==> src/rtl/seq_arb_pkg.sv <==
// Shared types and helpers for the bounded-hold round-robin arbiter.
// One-hot request vector type, priority rotation, and hold-counter width.
package seq_arb_pkg;

    typedef logic [3:0] onehot4_t;

    // The requester after the granted one becomes top priority.
    function automatic onehot4_t rotl4(input onehot4_t v);
        return {v[2:0], v[3]};
    endfunction

    function automatic int cnt_width(input int max_hold);
        return $clog2(max_hold + 1);
    endfunction

endpackage

==> src/rtl/arb_4in_rr_pick.sv <==
// Combinational round-robin pick: first set request scanning upward from the
// one-hot priority position, wrapping from 3 back to 0.
module arb_4in_rr_pick
    import seq_arb_pkg::*;
(
    input  logic [3:0] reqs_i,
    input  onehot4_t   prio_i,
    output onehot4_t   pick_o
);

    logic [1:0] base;
    logic [1:0] idx;
    logic       found;

    always_comb begin
        base = 2'd0;
        for (int i = 0; i < 4; i++) begin
            if (prio_i[i]) base = 2'(i);
        end
    end

    always_comb begin
        pick_o = '0;
        found  = 1'b0;
        idx    = 2'd0;
        for (int i = 0; i < 4; i++) begin
            idx = base + 2'(i);
            if (!found && reqs_i[idx]) begin
                pick_o[idx] = 1'b1;
                found       = 1'b1;
            end
        end
    end

endmodule

==> src/rtl/seq_arb_4in_boundhold.sv <==
// Four-input round-robin arbiter where the granted requester may hold
// ownership via its hold bit, capped at MAX_HOLD consecutive cycles.
module seq_arb_4in_boundhold
    import seq_arb_pkg::*;
#(
    parameter int MAX_HOLD = 4
) (
    input  logic       clk,
    input  logic       reset,
    input  logic [3:0] reqs,
    input  logic [3:0] holds,
    output logic [3:0] grants
);

    localparam int CNT_W = cnt_width(MAX_HOLD);

    onehot4_t         prio_q, prio_d;
    logic             locked_q, locked_d;
    logic [1:0]       owner_q, owner_d;
    logic [CNT_W-1:0] cnt_q, cnt_d;

    onehot4_t         pick;
    logic             keep;
    logic [CNT_W-1:0] tenure;
    logic [1:0]       gidx;

    arb_4in_rr_pick u_pick (
        .reqs_i (reqs),
        .prio_i (prio_q),
        .pick_o (pick)
    );

    // A locked owner that dropped its request falls through to fresh arbitration.
    assign keep = locked_q && reqs[owner_q];

    always_comb begin
        grants = '0;
        tenure = CNT_W'(1);
        if (reset) begin
            grants = '0;
        end else if (keep) begin
            grants = 4'(1) << owner_q;
            tenure = cnt_q + CNT_W'(1);
        end else begin
            grants = pick;
        end
    end

    always_comb begin
        gidx = 2'd0;
        for (int i = 0; i < 4; i++) begin
            if (grants[i]) gidx = 2'(i);
        end
    end

    always_comb begin
        prio_d   = prio_q;
        locked_d = 1'b0;
        owner_d  = owner_q;
        cnt_d    = '0;
        if (grants != 4'b0000) begin
            if (holds[gidx] && (tenure < CNT_W'(MAX_HOLD))) begin
                locked_d = 1'b1;
                owner_d  = gidx;
                cnt_d    = tenure;
            end else begin
                prio_d = rotl4(grants);
            end
        end
    end

    always_ff @(posedge clk) begin
        if (reset) begin
            prio_q   <= 4'b0001;
            locked_q <= 1'b0;
            owner_q  <= 2'd0;
            cnt_q    <= '0;
        end else begin
            prio_q   <= prio_d;
            locked_q <= locked_d;
            owner_q  <= owner_d;
            cnt_q    <= cnt_d;
        end
    end

endmodule

==> config.mk <==
export PLATFORM = sky130hd
export DESIGN_NAME = seq_arb_4in_boundhold
export DESIGN_NICKNAME = d
export VERILOG_FILES = /design/src/rtl/seq_arb_pkg.sv /design/src/rtl/arb_4in_rr_pick.sv /design/src/rtl/seq_arb_4in_boundhold.sv
export SDC_FILE = /design/constraint.sdc
export NUM_CORES = 1
export LEC_CHECK = 0
export CAP_MARGIN = 20
export CORE_MARGIN = 2
export CORE_UTILIZATION = 53
export CTS_BUF_LIST = sky130_fd_sc_hd__clkbuf_16
export CTS_CLUSTER_SIZE = 16
export DETAILED_ROUTE_END_ITERATION = 8
export PLACE_DENSITY = 0.78
export SLEW_MARGIN = 20
export SYNTH_ARGS = -nofsm -noshare
export SYNTH_HDL_FRONTEND = slang
export SYNTH_HIERARCHICAL = 1
export SYNTH_SLANG_ARGS = --single-unit
==> constraint.sdc <==
create_clock -name clk -period 3.9 [get_ports clk]
set_clock_uncertainty 0.2 [all_clocks]
set_input_delay 0.585 -clock clk [delete_from_list [all_inputs] [get_ports clk]]
set_output_delay 0.585 -clock clk [all_outputs]
set_load 0.01 [all_outputs]
==> flow_summary.json, run 1 <==
{
  "status": "completed",
  "path_common_cell": "mux2_4",
  "hold_path_class": "reg2reg",
  "final_cells": 193,
  "switching_share_pct": 46.1,
  "postCtsHoldBufs": 0,
  "required_ns": 3.12,
  "tightest_slew_ns": 0.523,
  "core_um2": 1960,
  "crit_family": "buffers and inverters",
  "fin_tns_setup_ns": 0,
  "clkPwrFrac_pct": 12.1,
  "final_core_util_pct": 77.1,
  "cts.sinks": 9,
  "fmaxAchievable_mhz": 264,
  "cp_num_buf_inv": 2,
  "syn_nets": 149,
  "numPortBuffers": 13,
  "overflow": 0,
  "cap_violations": 0,
  "leakagePower_nw": 0.682,
  "vias": 1206,
  "grt_pass1_vias": 1234,
  "antenna_found_initial": 0,
  "routedWlPerCell_um": 17.0,
  "yosys_warnings": 6,
  "fillers": 151,
  "grt_pass1_wl_um": 5650,
  "combPwrFrac_pct": 77.1,
  "synth.avg_cell_area_um2": 8.25,
  "p_int_mw": 0.793,
  "irDropWorstVdd_mv": 0.701,
  "slowest_stage": "clkdlybuf4s50_1",
  "rrSetupSlack_ns": 0.46,
  "grt_util_all_layers_pct": 29.5,
  "p_per_area_nw_per_um2": 972,
  "seq_power_share_pct": 10.8,
  "start_util_pct": 55.9,
  "synthCells": 133,
  "root_buffer": "clkbuf_16",
  "slew_headroom_pct": 65.0,
  "htree_levels": 1,
  "placed_cells": 189,
  "crit_fanout": 5,
  "path_cells": "clkdlybuf4s50_1 -> mux2_4 -> a221o_1 -> nand2_1 -> o41ai_1 -> or4_1 -> nor2b_1 -> mux2_4 -> dlygate4sd2_1",
  "antenna_cells": 0,
  "rows": 16,
  "start_kind": "input port",
  "numCtsBuffers": 3,
  "place_congestion": 0.944,
  "wl_um": 3290,
  "slowest_delay_ns": 0.48,
  "clkLatencyLatePin_ns": 0.23,
  "cts_tree": "done",
  "dpl_cell_area_um2": 1380,
  "grt_start_max_net_pins": 14,
  "worstSetupPathType": "in2out",
  "fin_crit_ns": 3.79,
  "drive_above_1_share_pct": 30.7,
  "nNetsFinal": 183,
  "finalSetupViolCount": 0,
  "area_delta_synth_final_pct": 37.9,
  "place_hpwl_um": 2420,
  "layout_commonest_cell": "buf_4",
  "p_sw_mw": 0.677,
  "chipHeight_um": 49.5,
  "layout_common_cells": "20 x buf_4, 12 x nand2_1, 9 x dfxtp_1",
  "hold_viol": 0,
  "end_kind": "output port",
  "boundaryPins": 14,
  "drt_iter0_drc": 48,
  "final_max_slew_viol_count": 0,
  "syn_area_um2": 1100,
  "die_x_um": 49.5,
  "clkSlewWorstSetupHoldPaths_ns": 0.04,
  "vias_per_cell": 6.25,
  "ant_nets": 0,
  "fin_area_um2": 1510,
  "rsz0062_at_grt": "no",
  "min_period_over_period_pct": 97.3,
  "cts_buffer_depth": 2,
  "dieArea_um2": 2450,
  "drtPass1Iterations": 4,
  "cp.arrival_ns": 3.01,
  "drc_errors": 0
}
==> state kept, by name, indices dropped and copies added (netlist names) <==
register  cells
locked_q      1
prio_q        3
owner_q       2
cnt_q         3
==> worst paths after layout <==
path / start / endpoint / cells past startpoint
max reg2reg: prio_q[2] / owner_q[0] / 13
min: cnt_q[0] / cnt_q[0] / 1
min reg2reg: cnt_q[0] / cnt_q[0] / 1
max: reqs[1] / grants[0] / 9
==> metal layers <==
layer	track usage (%)	routed length (um)	part of all wire, %	vias up
met4	10.2	76	2.3	0
met1	35.0	1320	40	573
li1	-	-	-	562
met2	55.2	1690	51	60
met5	0	0	0	-
met3	2.42	197	6.0	11
==> worst register-to-register path, cell delays in order, from the launching register on <==
cell	delay [ns]
dfxtp_1	0.32
buf_4	0.16
nor2_2	0.16
buf_4	0.18
ha_1	0.25
or3_1	0.38
o31ai_2	0.24
a211o_1	0.21
buf_4	0.14
o21ai_0	0.13
mux2i_2	0.44
a21oi_2	0.09
a21oi_2	0.24
mux2i_1	0.21
==> power groups by stage <==
| stage | Clock (mW) | Combinational (mW) | Sequential, mW |
|---|---|---|---|
| floorplan | 0 | 0.710 | 0.150 |
| global placement | 0 | 1.00 | 0.156 |
| detailed placement | 0 | 1.05 | 0.157 |
| CTS | 0.180 | 1.08 | 0.158 |
| global route | 0.184 | 1.22 | 0.163 |
| finish | 0.178 | 1.13 | 0.159 |
==> area by class of cell <==
cell class / instances / area, um2 / share of cell area [%]
clock inverters: 1 / 3.75 / 0.248
clock buffers: 3 / 75.1 / 4.96
inverters: 6 / 22.5 / 1.49
repair buffers: 33 / 285 / 18.9
well taps: 27 / 33.8 / 2.23
multi-input cells: 114 / 912 / 60.3
flip-flops and latches: 9 / 180 / 11.9
==> per-stage QoR <==
step	hold slack, ns	setup WS [ns]	total power [mW]
finish	0.277	0.107	1.47
global route	0.300	0.0532	1.57
CTS	0.282	0.00498	1.42
detailed placement	0.272	-0.0203	1.20
global placement	0.224	-0.0153	1.16
floorplan	0.214	0.505	0.859
==> repair_timing <==
action,CTS,global route
gates resized for setup,8,7
setup buffers,0,0
setup endpoints to repair,4,3
pin swaps,1,0
Note: power is estimated with default switching activity, not from simulation.
==> inputs of run 2 (changes only) <==
- CORE_ASPECT_RATIO: default -> 0.6
- CORE_UTILIZATION: 53 -> 45
- GPL_ROUTABILITY_DRIVEN: default -> 0
- PLACE_DENSITY: 0.78 -> 0.68
==> run 2 against run 1 <==
Flip-flop and latch count did not move. Largest cell class unchanged. Count of clock-buffer cells in the layout unchanged. Sequential power shrank 3%. Die area rose by 17%. Maximum frequency rose by 1.2%. Combinational power about the same. Clock power barely moved. Hold slack worse by 0.041 ns.
==> flow_summary.json, run 2 (synthesized netlist as in run 1, its figures left out) <==
{
  "status": "completed",
  "die_x_um": 67.8,
  "path_cells": "clkdlybuf4s50_1 -> buf_4 -> nor3_1 -> o21ai_1 -> o221ai_4 -> and3_1 -> or4_1 -> nor2b_1 -> mux2_4 -> dlygate4sd2_1",
  "hold_path_class": "reg2reg",
  "wl_um": 3170,
  "drtPass1Iterations": 4,
  "rsz0062_at_grt": "no",
  "clkLatencyLatePin_ns": 0.23,
  "end_kind": "output port",
  "worstSetupPathType": "in2out",
  "chipHeight_um": 42.3,
  "cap_violations": 0,
  "overflow": 0,
  "reg2reg_depth": 14,
  "place_hpwl_um": 2480,
  "rrSetupSlack_ns": 0.53,
  "nNetsFinal": 180,
  "grt_util_all_layers_pct": 24.6,
  "root_buffer": "clkbuf_16",
  "routedWlPerCell_um": 16.4,
  "vias": 1173,
  "timing.rr.end": "prio_q[3]",
  "leakagePower_nw": 0.655,
  "drt_iter0_drc": 156,
  "grt_pass1_wl_um": 5200,
  "required_ns": 3.12,
  "slowest_delay_ns": 0.49,
  "rows": 13,
  "cts_buffer_depth": 2,
  "htree_levels": 1,
  "numCtsBuffers": 3,
  "p_per_area_nw_per_um2": 962,
  "dpl_cell_area_um2": 1360,
  "min_to": "cnt_q[0]",
  "drive_above_1_share_pct": 30.1,
  "irDropWorstVdd_mv": 0.436,
  "cts_tree": "done",
  "cts.sinks": 9,
  "dieArea_um2": 2860,
  "drc_errors": 0,
  "crit_fanout": 6,
  "ant_nets": 0,
  "critPathLaunch": "reqs[1]",
  "whs_path_depth": 1,
  "final_core_util_pct": 67.2,
  "boundaryPins": 14,
  "fmaxAchievable_mhz": 267,
  "area_delta_synth_final_pct": 36.4,
  "hold_start": "cnt_q[0]",
  "clkSlewWorstSetupHoldPaths_ns": 0.04,
  "r2r_start": "prio_q[1]",
  "final_max_slew_viol_count": 0,
  "largestRegisters": "cnt_q (3), prio_q (3), owner_q (2)",
  "slowest_stage": "clkdlybuf4s50_1",
  "start_kind": "input port",
  "fin_tns_setup_ns": 0,
  "finalSetupViolCount": 0,
  "hold_viol": 0,
  "fin_crit_ns": 3.75,
  "layout_common_cells": "17 x buf_4, 12 x nand2_1, 9 x dfxtp_1",
  "min_period_over_period_pct": 96.1,
  "power.total_mw": 1.44,
  "core_um2": 2230,
  "antenna_cells": 0,
  "numPortBuffers": 13,
  "grt_pass1_vias": 1114,
  "layout_commonest_cell": "buf_4",
  "cp.arrival_ns": 2.96,
  "fin_area_um2": 1500,
  "grt_start_max_net_pins": 10,
  "antenna_found_initial": 0,
  "start_util_pct": 49.2,
  "vias_per_cell": 6.08
}
run 2: cell types whose count changed in the layout (fill, tap and decap cells not counted):
| cell | previous run | this run |
|---|---|---|
| o2111ai_2 | 0 | 1 |
| buf_4 | 20 | 17 |
| dlymetal6s2s_1 | 3 | 2 |
| o2111ai_1 | 1 | 0 |
| dlygate4sd2_1 | 2 | 3 |
run 2: metrics by stage:
step                hold WS (ns)  instances  worst slack, ns
global placement           0.222        188           0.0243
floorplan                  0.214        133            0.505
detailed placement         0.231        188          -0.0328
CTS                        0.236        192           0.0123
global route               0.278        193          0.00786
finish                     0.235        193            0.151
run 2: power breakdown:
part           switching [mW]  leakage (nW)  internal [mW]
clock                  0.0440        0.0423          0.134
combinational           0.587         0.538          0.519
sequential             0.0308        0.0739          0.125
total                   0.662         0.655          0.777
run 2: cell type report:
type	count	area (um2)
Tap cell	30	37.5
Inverter	6	22.5
Multi-Input combinational cell	114	918
Sequential cell	9	180
Clock inverter	1	3.75
Clock buffer	3	75.1
Timing Repair Buffer	30	259
Fill cell	175	732
run 2: metal layers:
metal  up-vias  GRT usage (%)  wire, um
li1        554              -         -
met1       549           36.1      1540
met2        64           32.2      1280
met3         6           6.72       288
met4         0           11.8        58
met5         -              0         0
run 2: worst max-delay path, delay by kind of cell:
| kind | cells | cell delay, ns |
|---|---|---|
| buf+inv | 3 | 0.92 |
| simple gates | 4 | 0.83 |
| mux | 1 | 0.27 |
| compound gates | 2 | 0.34 |
run 2: worst max-delay path by stage:
stage / to / slack, ns / cells after the start
2_1_floorplan: grants[0] / 0.51 / 9
3_3_place_gp: grants[1] / 0.02 / 11
3_5_place_dp: grants[2] / -0.03 / 10
4_1_cts: grants[1] / 0.01 / 13
5_1_grt: grants[0] / 0.008 / 10
6_report: grants[0] / 0.15 / 10
run 2: repair_timing:
action | CTS | global route
gates resized for setup | 6 | 10
setup buffers | 0 | 1
pin swaps | 2 | 3
endpoints found under the setup margin | 3 | 3
hold endpoints to repair | 0 | 0
hold buffers | 0 | 0
